===== src/rtl/alu_seq_if.sv =====
// alu_seq_if: operand/result handshake bundle for alu_seq.
//   in_valid/in_ready   : operand-side handshake (a, b, alu_ctrl)
//   out_valid/out_ready : result-side handshake (result, flag_z/n/c/v)
// master = producer of operations / consumer of results, slave = the ALU.
interface alu_seq_if #(
  parameter int WIDTH = 8
);
  logic             in_valid;
  logic             in_ready;
  logic [WIDTH-1:0] a;
  logic [WIDTH-1:0] b;
  logic [2:0]       alu_ctrl;
  logic             out_valid;
  logic             out_ready;
  logic [WIDTH-1:0] result;
  logic             flag_z;
  logic             flag_n;
  logic             flag_c;
  logic             flag_v;

  modport master (
    output in_valid, a, b, alu_ctrl, out_ready,
    input  in_ready, out_valid, result, flag_z, flag_n, flag_c, flag_v
  );

  modport slave (
    input  in_valid, a, b, alu_ctrl, out_ready,
    output in_ready, out_valid, result, flag_z, flag_n, flag_c, flag_v
  );
endinterface


===== src/rtl/alu_seq.sv =====
// alu_seq: registered ALU with NZCV flags and a multi-cycle shift-add multiplier.
// One operation in flight; IDLE -> (BUSY for MUL) -> DONE -> IDLE.
// Ports:
//   clk   : clock, all state updates on the rising edge
//   reset : synchronous, active-high; returns to IDLE and clears result/flags
//   bus   : alu_seq_if slave modport (operand and result handshakes)
module alu_seq #(
  parameter int WIDTH = 8
) (
  input  logic      clk,
  input  logic      reset,
  alu_seq_if.slave  bus
);
  localparam int SW = $clog2(WIDTH);

  localparam logic [1:0] S_IDLE = 2'd0;
  localparam logic [1:0] S_BUSY = 2'd1;
  localparam logic [1:0] S_DONE = 2'd2;

  localparam logic [2:0] OP_ADD = 3'b000;
  localparam logic [2:0] OP_SUB = 3'b001;
  localparam logic [2:0] OP_AND = 3'b010;
  localparam logic [2:0] OP_OR  = 3'b011;
  localparam logic [2:0] OP_XOR = 3'b100;
  localparam logic [2:0] OP_SLT = 3'b101;
  localparam logic [2:0] OP_SHL = 3'b110;
  localparam logic [2:0] OP_MUL = 3'b111;

  logic [1:0]         state_q, state_d;
  logic [WIDTH-1:0]   result_q, result_d;
  logic               z_q, z_d, n_q, n_d, c_q, c_d, v_q, v_d;
  logic [SW-1:0]      cnt_q, cnt_d;
  logic [2*WIDTH-1:0] acc_q, acc_d;
  logic [WIDTH-1:0]   ma_q, ma_d, mb_q, mb_d;

  // Single-cycle datapath
  logic signed [WIDTH-1:0] a_s, b_s;
  logic [WIDTH:0]          add_w, sub_w;
  logic [2*WIDTH-1:0]      shl_w;
  logic [SW-1:0]           shamt;
  logic [WIDTH-1:0]        alu_r;
  logic                    alu_c, alu_v;
  logic [2*WIDTH-1:0]      acc_nxt;

  assign a_s   = bus.a;
  assign b_s   = bus.b;
  assign shamt = bus.b[SW-1:0];

  always_comb begin
    add_w = {1'b0, bus.a} + {1'b0, bus.b};
    sub_w = {1'b0, bus.a} + {1'b0, ~bus.b} + {{WIDTH{1'b0}}, 1'b1};
    // Double-width shift: bit WIDTH of the result is a[WIDTH-shamt], i.e. the
    // last bit pushed out of the narrow result (and 0 when shamt == 0).
    shl_w = {{WIDTH{1'b0}}, bus.a} << shamt;
    alu_r = '0;
    alu_c = 1'b0;
    alu_v = 1'b0;
    case (bus.alu_ctrl)
      OP_ADD: begin
        alu_r = add_w[WIDTH-1:0];
        alu_c = add_w[WIDTH];
        alu_v = (bus.a[WIDTH-1] == bus.b[WIDTH-1]) && (add_w[WIDTH-1] != bus.a[WIDTH-1]);
      end
      OP_SUB: begin
        alu_r = sub_w[WIDTH-1:0];
        alu_c = sub_w[WIDTH];  // carry set means no borrow
        alu_v = (bus.a[WIDTH-1] != bus.b[WIDTH-1]) && (sub_w[WIDTH-1] != bus.a[WIDTH-1]);
      end
      OP_AND: alu_r = bus.a & bus.b;
      OP_OR:  alu_r = bus.a | bus.b;
      OP_XOR: alu_r = bus.a ^ bus.b;
      OP_SLT: alu_r = {{(WIDTH-1){1'b0}}, (a_s < b_s)};
      OP_SHL: begin
        alu_r = shl_w[WIDTH-1:0];
        alu_c = (shamt != '0) ? shl_w[WIDTH] : 1'b0;
      end
      default: ;
    endcase
  end

  // MSB-first shift-add: acc = 2*acc + (b[i] ? a : 0) for i = WIDTH-1..0
  assign acc_nxt = {acc_q[2*WIDTH-2:0], 1'b0}
                 + (mb_q[cnt_q] ? {{WIDTH{1'b0}}, ma_q} : {(2*WIDTH){1'b0}});

  always_comb begin
    state_d  = state_q;
    result_d = result_q;
    z_d      = z_q;
    n_d      = n_q;
    c_d      = c_q;
    v_d      = v_q;
    cnt_d    = cnt_q;
    acc_d    = acc_q;
    ma_d     = ma_q;
    mb_d     = mb_q;
    case (state_q)
      S_IDLE: begin
        if (bus.in_valid) begin
          if (bus.alu_ctrl == OP_MUL) begin
            ma_d    = bus.a;
            mb_d    = bus.b;
            acc_d   = '0;
            cnt_d   = SW'(WIDTH - 1);
            state_d = S_BUSY;
          end else begin
            result_d = alu_r;
            z_d      = (alu_r == '0);
            n_d      = alu_r[WIDTH-1];
            c_d      = alu_c;
            v_d      = alu_v;
            state_d  = S_DONE;
          end
        end
      end
      S_BUSY: begin
        acc_d = acc_nxt;
        if (cnt_q == '0) begin
          result_d = acc_nxt[WIDTH-1:0];
          z_d      = (acc_nxt[WIDTH-1:0] == '0);
          n_d      = acc_nxt[WIDTH-1];
          c_d      = (acc_nxt[2*WIDTH-1:WIDTH] != '0);
          v_d      = 1'b0;
          state_d  = S_DONE;
        end else begin
          cnt_d = cnt_q - 1'b1;
        end
      end
      S_DONE: begin
        if (bus.out_ready) state_d = S_IDLE;
      end
      default: state_d = S_IDLE;
    endcase
  end

  always_ff @(posedge clk) begin
    if (reset) begin
      state_q  <= S_IDLE;
      result_q <= '0;
      z_q      <= 1'b0;
      n_q      <= 1'b0;
      c_q      <= 1'b0;
      v_q      <= 1'b0;
      cnt_q    <= '0;
    end else begin
      state_q  <= state_d;
      result_q <= result_d;
      z_q      <= z_d;
      n_q      <= n_d;
      c_q      <= c_d;
      v_q      <= v_d;
      cnt_q    <= cnt_d;
    end
  end

  // Multiplier operands and accumulator are reloaded on every MUL acceptance.
  always_ff @(posedge clk) begin
    acc_q <= acc_d;
    ma_q  <= ma_d;
    mb_q  <= mb_d;
  end

  assign bus.in_ready  = (state_q == S_IDLE);
  assign bus.out_valid = (state_q == S_DONE);
  assign bus.result    = result_q;
  assign bus.flag_z    = z_q;
  assign bus.flag_n    = n_q;
  assign bus.flag_c    = c_q;
  assign bus.flag_v    = v_q;
endmodule


===== src/flat_wrapper.sv =====
// flat-port wrapper written by rule: the top's interface ports become plain ports
module alu_seq_flat 
#(
  parameter int WIDTH = 8
)
  (clk, reset, bus_in_valid, bus_a, bus_b, bus_alu_ctrl, bus_out_ready, bus_in_ready, bus_out_valid, bus_result, bus_flag_z, bus_flag_n, bus_flag_c, bus_flag_v);
  alu_seq_if #(.WIDTH(WIDTH)) bus_i ();
  input  logic clk;
  input  logic reset;
  input wire logic [$bits(bus_i.in_valid)-1:0] bus_in_valid;
  input wire logic [$bits(bus_i.a)-1:0] bus_a;
  input wire logic [$bits(bus_i.b)-1:0] bus_b;
  input wire logic [$bits(bus_i.alu_ctrl)-1:0] bus_alu_ctrl;
  input wire logic [$bits(bus_i.out_ready)-1:0] bus_out_ready;
  output wire logic [$bits(bus_i.in_ready)-1:0] bus_in_ready;
  output wire logic [$bits(bus_i.out_valid)-1:0] bus_out_valid;
  output wire logic [$bits(bus_i.result)-1:0] bus_result;
  output wire logic [$bits(bus_i.flag_z)-1:0] bus_flag_z;
  output wire logic [$bits(bus_i.flag_n)-1:0] bus_flag_n;
  output wire logic [$bits(bus_i.flag_c)-1:0] bus_flag_c;
  output wire logic [$bits(bus_i.flag_v)-1:0] bus_flag_v;
  assign bus_i.in_valid = bus_in_valid;
  assign bus_i.a = bus_a;
  assign bus_i.b = bus_b;
  assign bus_i.alu_ctrl = bus_alu_ctrl;
  assign bus_i.out_ready = bus_out_ready;
  assign bus_in_ready = bus_i.in_ready;
  assign bus_out_valid = bus_i.out_valid;
  assign bus_result = bus_i.result;
  assign bus_flag_z = bus_i.flag_z;
  assign bus_flag_n = bus_i.flag_n;
  assign bus_flag_c = bus_i.flag_c;
  assign bus_flag_v = bus_i.flag_v;
  alu_seq #(.WIDTH(WIDTH)) u_core (.clk(clk), .reset(reset), .bus(bus_i));
endmodule

===== config.mk =====
export PLATFORM = sky130hd
export DESIGN_NAME = alu_seq_flat
export DESIGN_NICKNAME = d
export VERILOG_FILES = /design/src/rtl/alu_seq_if.sv /design/src/rtl/alu_seq.sv /design/src/flat_wrapper.sv
export SDC_FILE = /design/constraint.sdc
export NUM_CORES = 1
export LEC_CHECK = 0
export ABC_CLOCK_PERIOD_IN_PS = 3700
export BUFFER_PORTS_ARGS = -buffer_cell sky130_fd_sc_hd__buf_4
export CAP_MARGIN = 20
export CORE_ASPECT_RATIO = 0.6
export CORE_MARGIN = 4
export CORE_UTILIZATION = 35
export CTS_BUF_LIST = sky130_fd_sc_hd__clkbuf_8 sky130_fd_sc_hd__clkbuf_16
export CTS_CLUSTER_SIZE = 25
export DETAILED_ROUTE_END_ITERATION = 6
export PLACE_DENSITY = 0.51
export SYNTH_ARGS = -nofsm -noshare
export SYNTH_HDL_FRONTEND = slang
export SYNTH_SLANG_ARGS = --single-unit
export TNS_END_PERCENT = 100

===== constraint.sdc =====
create_clock -name clk -period 3.7 [get_ports clk]
set_input_delay 1.11 -clock clk [delete_from_list [all_inputs] [get_ports clk]]
set_output_delay 1.11 -clock clk [all_outputs]
set_load 0.02 [all_outputs]

# After elaboration in Yosys (flattened, before gate mapping)
# Index checks and enable logic that the tools add are counted.
# W data, S select, Z words.
totals:
  word_cells: 95
  output_inout_bits: 14
  regBits: 48
op_classes:
  n_reduce_logical: 15
  n_shift: 1
  order_cmp: 2
  eq_ne: 19
  n_mux: 39
  add_sub_neg: 5
  bitwise: 4
ops:
  columns: ["operator", "count"]
  rows:
  - ["$pmux W8 S7", 1]
  - ["$mux W8", 4]
  - ["$mux W15", 2]
  - ["$pmux W15 S2", 1]
  - ["$add A8 B8 Y9", 2]
  - ["$add A16 B8 Y16", 1]
  - ["$logic_not A8 Y1", 2]
  - ["$pmux W8 S2", 1]
  - ["$mux W1", 14]
  - ["$eq A3 B3 Y1 const B", 4]
  - ["$pmux W1 S2", 5]
  - ["$add A9 B1 Y9 const B", 1]
  - ["$mux W3", 3]
  - ["$reduce_and A3 Y1", 3]
  - ["$shl A8 B3 Y9", 1]
  - ["$and A8 B8 Y8", 1]
  - ["$lt A8 B8 Y1", 1]
  - ["$mux W2", 4]
  - ["$ne A2 B2 Y1 const B", 4]
  - ["$not A8 Y8", 1]
  - ["$or A8 B8 Y8", 1]
  - ["$reduce_and A4 Y1", 2]
  - ["$reduce_bool A8 Y1", 1]
  - ["$xor A8 B8 Y8", 1]
  - ["18 further kinds", 24]

# Depth between registers and ports, before layout
# Gate-level depths: netlist of the first run.
logic_depth:
  depth_word: 9
  depth_mapped: 13

# Worst setup path before layout of the first run
# No wires, ideal clock.
synth_timing:
  path_kind: "input port to flip-flop"
  startpoint: "in bus_b[1]"
  endpoint: "reg u_core.z_q (netlist: u_core.bus.flag_z)"
  path_stages: 10
  t_arrival_ns: 3.138
  path_buffers: 1
  setup_time_ns: 0.088
  slack_ns: 0.474
  cell_sequence: "clkbuf_8 > inv_1 > ha_1 > or2_2 > a221oi_1 > or4_1 > o41ai_1 > a221oi_1 > nand4b_1 > o32ai_2"
synth_via:
  elab_chain_cells: 8
  elab_cells_between_ends: 14
synth_rtl:
  columns: ["item", "line_no", "rtl"]
  rows:
  - ["start, declared", "flat_wrapper.sv:12", "input wire logic [$bits(bus_i.b)-1:0] bus_b;"]
  - ["$not A8 Y8", "alu_seq.sv:51", "sub_w = {1'b0, bus.a} + {1'b0, ~bus.b} + {{WIDTH{1'b0}}, 1'b1};"]
  - ["$add A8 B8 Y9", "alu_seq.sv:51", null]
  - ["$add A9 B1 Y9", "alu_seq.sv:51", null]
  - ["$pmux W8 S7 *", "alu_seq.sv:58", "case (bus.alu_ctrl)"]
  - ["$logic_not A8 Y1 *", "alu_seq.sv:107", "z_d = (alu_r == '0);"]
  - ["$mux W1 *", "alu_seq.sv:99", "if (bus.alu_ctrl == OP_MUL) begin"]
  - ["$mux W1 *", "alu_seq.sv:98", "if (bus.in_valid) begin"]
  - ["$pmux W1 S2 *", "alu_seq.sv:96", "case (state_q)"]
  - ["end signal, assigned", "alu_seq.sv:147", "z_q <= z_d;"]
  - ["end, declared", "alu_seq.sv:31", "logic z_q, z_d, n_q, n_d, c_q, c_d, v_q, v_d;"]
# Mark *: on every way between the ends. The rest lies on a longest branch, timed or not. The select of a mux whose other input is x is not followed.
# A chain may end at the register's enable or synchronous reset.

# Worst setup path after layout of the first run
layout_timing:
  startpoint: "reg u_core.mb_q[0]"
  endpoint: "reg u_core.c_q (netlist: u_core.bus.flag_c)"
layout_via:
  elab_chain_cells: 7
layout_rtl:
  columns: ["item", "line_no", "rtl"]
  rows:
  - ["start, declared", "alu_seq.sv:34", "logic [WIDTH-1:0] ma_q, ma_d, mb_q, mb_d;"]
  - ["start signal, assigned", "alu_seq.sv:159", "mb_q <= mb_d;"]
  - ["$bmux W1 S3", "alu_seq.sv:83", "+ (mb_q[cnt_q] ? {{WIDTH{1'b0}}, ma_q} : {(2*WIDTH){1'b0}});"]
  - ["$mux W1 (not written as such)", "alu_seq.sv:83", null]
  - ["$mux W8", "alu_seq.sv:83", null]
  - ["$add A16 B8 Y16", "alu_seq.sv:83", null]
  - ["$reduce_bool A8 Y1", "alu_seq.sv:121", "c_d = (acc_nxt[2*WIDTH-1:WIDTH] != '0);"]
  - ["$mux W1", "alu_seq.sv:117", "if (cnt_q == '0) begin"]
  - ["$pmux W1 S2", "alu_seq.sv:96", null]
  - ["end signal, assigned", "alu_seq.sv:141", "c_q <= 1'b0;"]
  - ["end signal, assigned", "alu_seq.sv:149", "c_q <= c_d;"]
  - ["end, declared", "alu_seq.sv:31", null]
# Every way passes these cells. The select of a mux whose other input is x is not followed.

==> summary.md, run 1 <==
| Metric | Value |
|---|---|
| Number of synthesized flops with an enable pin | `31` |
| DR iter-0 viols | `265` |
| Post-DP HPWL | `9580 µm` |
| Slew HR | `52.8%` |
| Grt peak-use layer | `met1` |
| Final setup viols | `0` |
| Worst skew pair latency | `290 ps` |
| WP data arrival | `3620 ps` |
| Routed len/inst | `19.9 µm` |
| Crit path time final | `3440 ps` |
| Layout cell share with drive strength beyond 1 | `17.8%` |
| H-tree depth | `2` |
| Final Skew | `7.26 ps` |
| Antenna-violating nets left | `0` |
| Site row count | `29` |
| Grt total ovfl | `0` |
| Die extent in y | `91.0 µm` |
| Worst slew pin tran | `703 ps` |
| Area Overhead vs Synth | `14.1%` |
| Synth top area cells | `edfxtp_1, ha_1, dfxtp_1` |
| Pwr Density | `357 nW/µm²` |
| Synth warn | `0` |
| Die W | `146 µm` |
| Vias per inst | `5.74` |
| # clock sinks | `47` |
| Pins Over Slew Limit | `0` |
| Initial core utilization | `36.9%` |
| Number of global-route vias before repair | `3353` |
| Final period util | `92.9%` |
| Synth unique cells | `73` |
| Synth top area share | `23.1%` |
| Initial antenna violation count | `0` |
| Cell Area, Synth | `4020 µm²` |
| Area of the multi-input gates | `2490 µm²` |
| RSZ-0062 raised after global routing | `false` |
| Core area | `10900 µm²` |
| First-pass detailed-route iteration total | `5` |
| WS Path Type | `register to register` |
| Crit path capture type | `register` |
| # fillers | `1080` |
| Total track usage | `18.3%` |
| Clock transition at path regs | `70 ps` |
| Vias after detailed routing | `3511` |
| GP Congestion | `0.970` |
| Clock Root Buffer | `clkbuf_16` |
| Syn Inst Count | `436` |
| Syn avg cell area | `9.22 µm²` |
| Status | `finished, final reports clean` |
| Register area | `1250 µm²` |
| Final setup TNS | `0 ps` |
| First-pass GRT wire length | `19200 µm` |
| GR met2 Demand/Resource | `23.9%` |
| GR Util met1 | `28.8%` |
| Synth area leader | `edfxtp_1` |
| Max clock buf depth | `2` |
| TritonCTS clock tree | `yes` |
| Startpoint Class | `register` |
| Buffers added on ports | `36` |
| Total Power | `1.64 mW` |
| Fmax | `291 MHz` |
| Num CTS Buffers | `5` |
| Most frequent cell after synthesis | `nor2_1` |
| Final antenna diode count | `0` |
| Static leakage | `1.85 nW` |
| Count of final hold-check violations | `0` |
| Crit-path max FO | `8` |
| Syn nets | `498` |
| Ys async rst share | `0%` |
| GRT met3 Usage | `6.17%` |
| Post-synth top cells | `nor2_1, ha_1, edfxtp_1` |
| Worst min path class | `register to register` |
| Final hold slack | `464 ps` |
| Drt total wl | `12200 µm` |
| DRC viols | `0` |
| Die area | `13300 µm²` |
| I/O pins | `37` |
| Number of max-cap violations | `0` |
| Seq/Total Area, Yosys | `31.1%` |
| WP data required | `3880 ps` |
| FF+latch count, synth | `47` |
| Largest net degree at the start of global routing | `25` |
| Ys flop type | `edfxtp_1` |
| Post-layout nets | `534` |
| Worst vdd ir | `0.183 mV` |
==> worst max-delay path, stage by stage, from the launching register on <==
cell and delay [ps]:
edfxtp_1 480, mux4_2 490, mux2i_1 160, buf_4 200
nand2b_1 170, inv_1 60, ha_1 290, a211o_1 300
o2111ai_1 200, a211oi_1 160, buf_4 190, o311ai_0 320
o311a_1 240, a21oi_1 60
==> layout by cell type, fill, tap and decap left out, types with 7 or more instances in the layout <==
master | Yosys | final
buf_4 | 2 | 52
nor2_1 | 47 | 47
ha_1 | 36 | 36
edfxtp_1 | 31 | 31
inv_1 | 30 | 30
a21oi_1 | 27 | 26
nand2_1 | 21 | 21
dfxtp_1 | 16 | 16
o21ai_0 | 16 | 15
nor2b_1 | 14 | 14
nand3_1 | 14 | 14
xnor2_1 | 14 | 14
nor3_1 | 13 | 13
mux2i_1 | 8 | 8
nand3b_1 | 7 | 7
==> path summary, 6_finish.rpt <==
check,from,end,slack (ps),cells after the start
min,u_core.bus.result[4],u_core.bus.result[4],460,2
max reg2reg,u_core.mb_q[0],u_core.bus.flag_c,260,13
max,u_core.mb_q[0],u_core.bus.flag_c,260,13
min reg2reg,u_core.bus.result[4],u_core.bus.result[4],460,2
==> report_power, final <==
group          switching, mW  internal, mW  total, mW  leakage, nW
sequential            0.0229         0.588      0.611        0.418
combinational          0.297         0.204      0.502         1.35
clock                  0.205         0.319      0.524       0.0838
total                  0.525          1.11       1.64         1.85
==> through the flow <==
step	cell area (µm²)	instances	utilization [%]	worst slack [ps]
after floorplan	4020	436	-	474
after global placement	4400	604	40.4	123
after detailed placement	4400	604	40.4	125
after CTS	4570	612	42.0	118
after global routing	4590	612	42.1	39.9
final	4590	612	42.1	263
==> logic make-up (layout without fill, tap and decap cells) <==
logic type      after synthesis  after routing  share of synthesized area (%)
flops                        47             47                           31.1
fa+ha+maj                    39             39                           12.7
simple gates                155            155                           20.3
compound gates              108            108                           19.3
mux                          14             14                           4.88
xor+xnor                     20             20                           4.36
buf+inv                      53             90                           7.34
==> timing repair <==
action,in CTS,in global routing
hold buffers,0,0
buffers inserted,0,0
resized for setup,0,3
setup endpoints to repair,0,2
==> metal layers <==
metal / share of wire (%) / vias up
met1: 54 / 1697
met5: 0 / -
li1: - / 1681
met4: 0.90 / 0
met3: 8.2 / 13
met2: 37 / 120
==> final cells by class <==
type | instances | area share [%]
clock inverter | 3 | 0.955
sequential | 47 | 27.3
tap | 139 | 3.79
inverter | 30 | 2.45
clock buffer | 5 | 2.73
multi-input combinational | 336 | 54.3
timing repair buffer | 52 | 8.51
==> registers in the layout, summed over array words and instances (netlist names) <==
signal and count:
u_core.bus.flag_c 1, u_core.acc_q 15, u_core.bus.flag_z 1, u_core.mb_q 8, u_core.state_q 2, u_core.ma_q 8
u_core.bus.result 8, u_core.cnt_q 3, u_core.bus.flag_v 1
(Power assumes the default switching activity.)
==> run 2: changes to the inputs <==
- CTS_BUF_LIST: sky130_fd_sc_hd__clkbuf_8 sky130_fd_sc_hd__clkbuf_16 -> sky130_fd_sc_hd__clkbuf_8
- PLACE_DENSITY: 0.51 -> default
- PLACE_DENSITY_LB_ADDON: default -> 0.15
==> run 2 against run 1 <==
Compared with the run above:
- flip-flop and latch count did not move
- design area fell by 2.2%
- final cell count fell by 0.16%
- critical endpoint unchanged
- worst setup slack improved by 28 ps
==> summary.md, run 2 (same netlist as run 1, synthesis figures left out) <==
| Metric | Value |
|---|---|
| Status | `finished, final reports clean (unchanged)` |
| WS Path Type | `register to register (unchanged)` |
| Worst vdd ir | `0.144 mV (was 0.183 mV)` |
| Drt total wl | `12400 µm (was 12200 µm)` |
| Final period util | `92.1% (was 92.9%)` |
| Static leakage | `1.81 nW (was 1.85 nW)` |
| Worst slew pin tran | `771 ps (was 703 ps)` |
| Core area | `10900 µm² (unchanged)` |
| Total track usage | `18.9% (was 18.3%)` |
| Max reg flops | `15 (unchanged)` |
| Number of max-cap violations | `0 (unchanged)` |
| Worst min path class | `register to register (unchanged)` |
| Layout cell share with drive strength beyond 1 | `16.9% (was 17.8%)` |
| Initial core utilization | `36.9% (unchanged)` |
| Post-CTS Resized | `0 (unchanged)` |
| Postcts setup bufs | `0 (unchanged)` |
| Post-layout nets | `533 (was 534)` |
| Vias after detailed routing | `3484 (was 3511)` |
| Worst skew pair latency | `310 ps (was 290 ps)` |
| H-tree depth | `2 (unchanged)` |
| Commonest non-fill, non-tap cell in the layout | `buf_4 (unchanged)` |
| Most frequent CP cell | `buf_4 (unchanged)` |
| Pins Over Slew Limit | `0 (unchanged)` |
| Critical-path top delay cell | `mux4_2 (unchanged)` |
| Clock Root Buffer | `clkbuf_8 (was clkbuf_16)` |
| Bufs and invs on worst path | `3 (unchanged)` |
| # clock sinks | `47 (unchanged)` |
| Grt total ovfl | `0 (unchanged)` |
| Vias per inst | `5.70 (was 5.74)` |
| Count of final hold-check violations | `0 (unchanged)` |
| Startpoint Class | `register (unchanged)` |
| Top delay family on crit path | `compound AO/OA/AOI/OAI gates (unchanged)` |
| First-pass GRT wire length | `19700 µm (was 19200 µm)` |
| GP Congestion | `0.995 (was 0.970)` |
| DR iter-0 viols | `338 (was 265)` |
| Hold buffer count at cts | `0 (unchanged)` |
| I/O pins | `37 (unchanged)` |
| First-pass detailed-route iteration total | `4 (was 5)` |
| Die extent in y | `91.0 µm (unchanged)` |
| Final setup TNS | `0 ps (unchanged)` |
| Crit-path max FO | `8 (unchanged)` |
| Largest net degree at the start of global routing | `25 (unchanged)` |
| Die area | `13300 µm² (unchanged)` |
| Crit path time final | `3410 ps (was 3440 ps)` |
| Delay of the slowest critical-path stage | `470 ps (was 490 ps)` |
| Site row count | `29 (unchanged)` |
| Most frequent cells in the layout | `buf_4, nor2_1, ha_1 (unchanged)` |
| Area Overhead vs Synth | `11.5% (was 14.1%)` |
| Total Power | `1.43 mW (was 1.64 mW)` |
| Pwr Density | `318 nW/µm² (was 357 nW/µm²)` |
| DRC viols | `0 (unchanged)` |
| Fmax | `293 MHz (was 291 MHz)` |
| TritonCTS clock tree | `yes (unchanged)` |
| Largest register by flop count | `u_core.acc_q (unchanged)` |
| Antenna-violating nets left | `0 (unchanged)` |
| Slew HR | `48.2% (was 52.8%)` |
| Post-DP HPWL | `9730 µm (was 9580 µm)` |
| Final antenna diode count | `0 (unchanged)` |
| Placed cells | `603 (was 604)` |
| Initial antenna violation count | `0 (unchanged)` |
| Final Skew | `7.70 ps (was 7.26 ps)` |
| Crit path capture type | `register (unchanged)` |
| Routed len/inst | `20.3 µm (was 19.9 µm)` |
| Max clock buf depth | `2 (unchanged)` |
| WP data required | `3900 ps (was 3880 ps)` |
| RSZ-0062 raised after global routing | `false (unchanged)` |
| Number of global-route vias before repair | `3312 (was 3353)` |
| Num CTS Buffers | `5 (unchanged)` |
| Worst path cell trace | `mux4_2 > mux2i_1 > buf_4 > nand2b_1 > inv_1 > ha_1 > a211o_1 > o2111ai_1 > a211oi_1 > buf_4 > o311ai_0 > o311a_1 > a21oi_1 (unchanged)` |
| Final setup viols | `0 (unchanged)` |
| Buffers added on ports | `36 (unchanged)` |
| Clock transition at path regs | `90 ps (was 70 ps)` |
| # fillers | `1091 (was 1080)` |
| Die W | `146 µm (unchanged)` |
| WP data arrival | `3610 ps (was 3620 ps)` |
| Non-filler cells, final | `611 (was 612)` |
## run 2: per-stage QoR
stage,instance area (µm²),setup slack (ps),hold slack [ps],utilization (%)
2_1_floorplan,4020,474,477,-
4_1_cts,4480,222,469,41.2
5_1_grt,4490,11.6,503,41.2
6_report,4490,291,465,41.2
3_5_place_dp,4400,123,453,40.4
3_3_place_gp,4400,89.2,445,40.4
## run 2: layout make-up
type | count | area (µm²) | share of cell area (%)
clock buffer | 5 | 68.8 | 1.53
inverter | 30 | 113 | 2.51
timing repair buffer | 51 | 383 | 8.54
clock inverter | 3 | 16.3 | 0.363
sequential | 47 | 1250 | 27.9
multi-input combinational | 336 | 2480 | 55.3
tap | 139 | 174 | 3.88
## run 2: metal layers
metal / global-route usage [%] / vias to the layer above / routed length, µm
met5: 0 / - / 0
met4: 2.97 / 0 / 100
met3: 7.96 / 9 / 1330
met2: 23.5 / 138 / 4520
met1: 29.9 / 1669 / 6460
li1: - / 1668 / -
## run 2: path summary, 6_finish.rpt
path,start,to,slack (ps),cells after the start
worst max-delay path,u_core.mb_q[0],u_core.bus.flag_c,290,13
worst min-delay path,u_core.bus.result[2],u_core.bus.result[2],460,2
worst max register to register,u_core.mb_q[0],u_core.bus.flag_c,290,13
worst min register to register,u_core.bus.result[2],u_core.bus.result[2],460,2
## run 2: power by group
part | switching, mW | internal, mW
registers | 0.0224 | 0.588
logic | 0.300 | 0.205
clock network | 0.184 | 0.130
## run 2: worst min-delay path, cell delays in order (launching register included)
cell     delay (ps)
dfxtp_1         320
nand2_1          50
a21oi_1          50
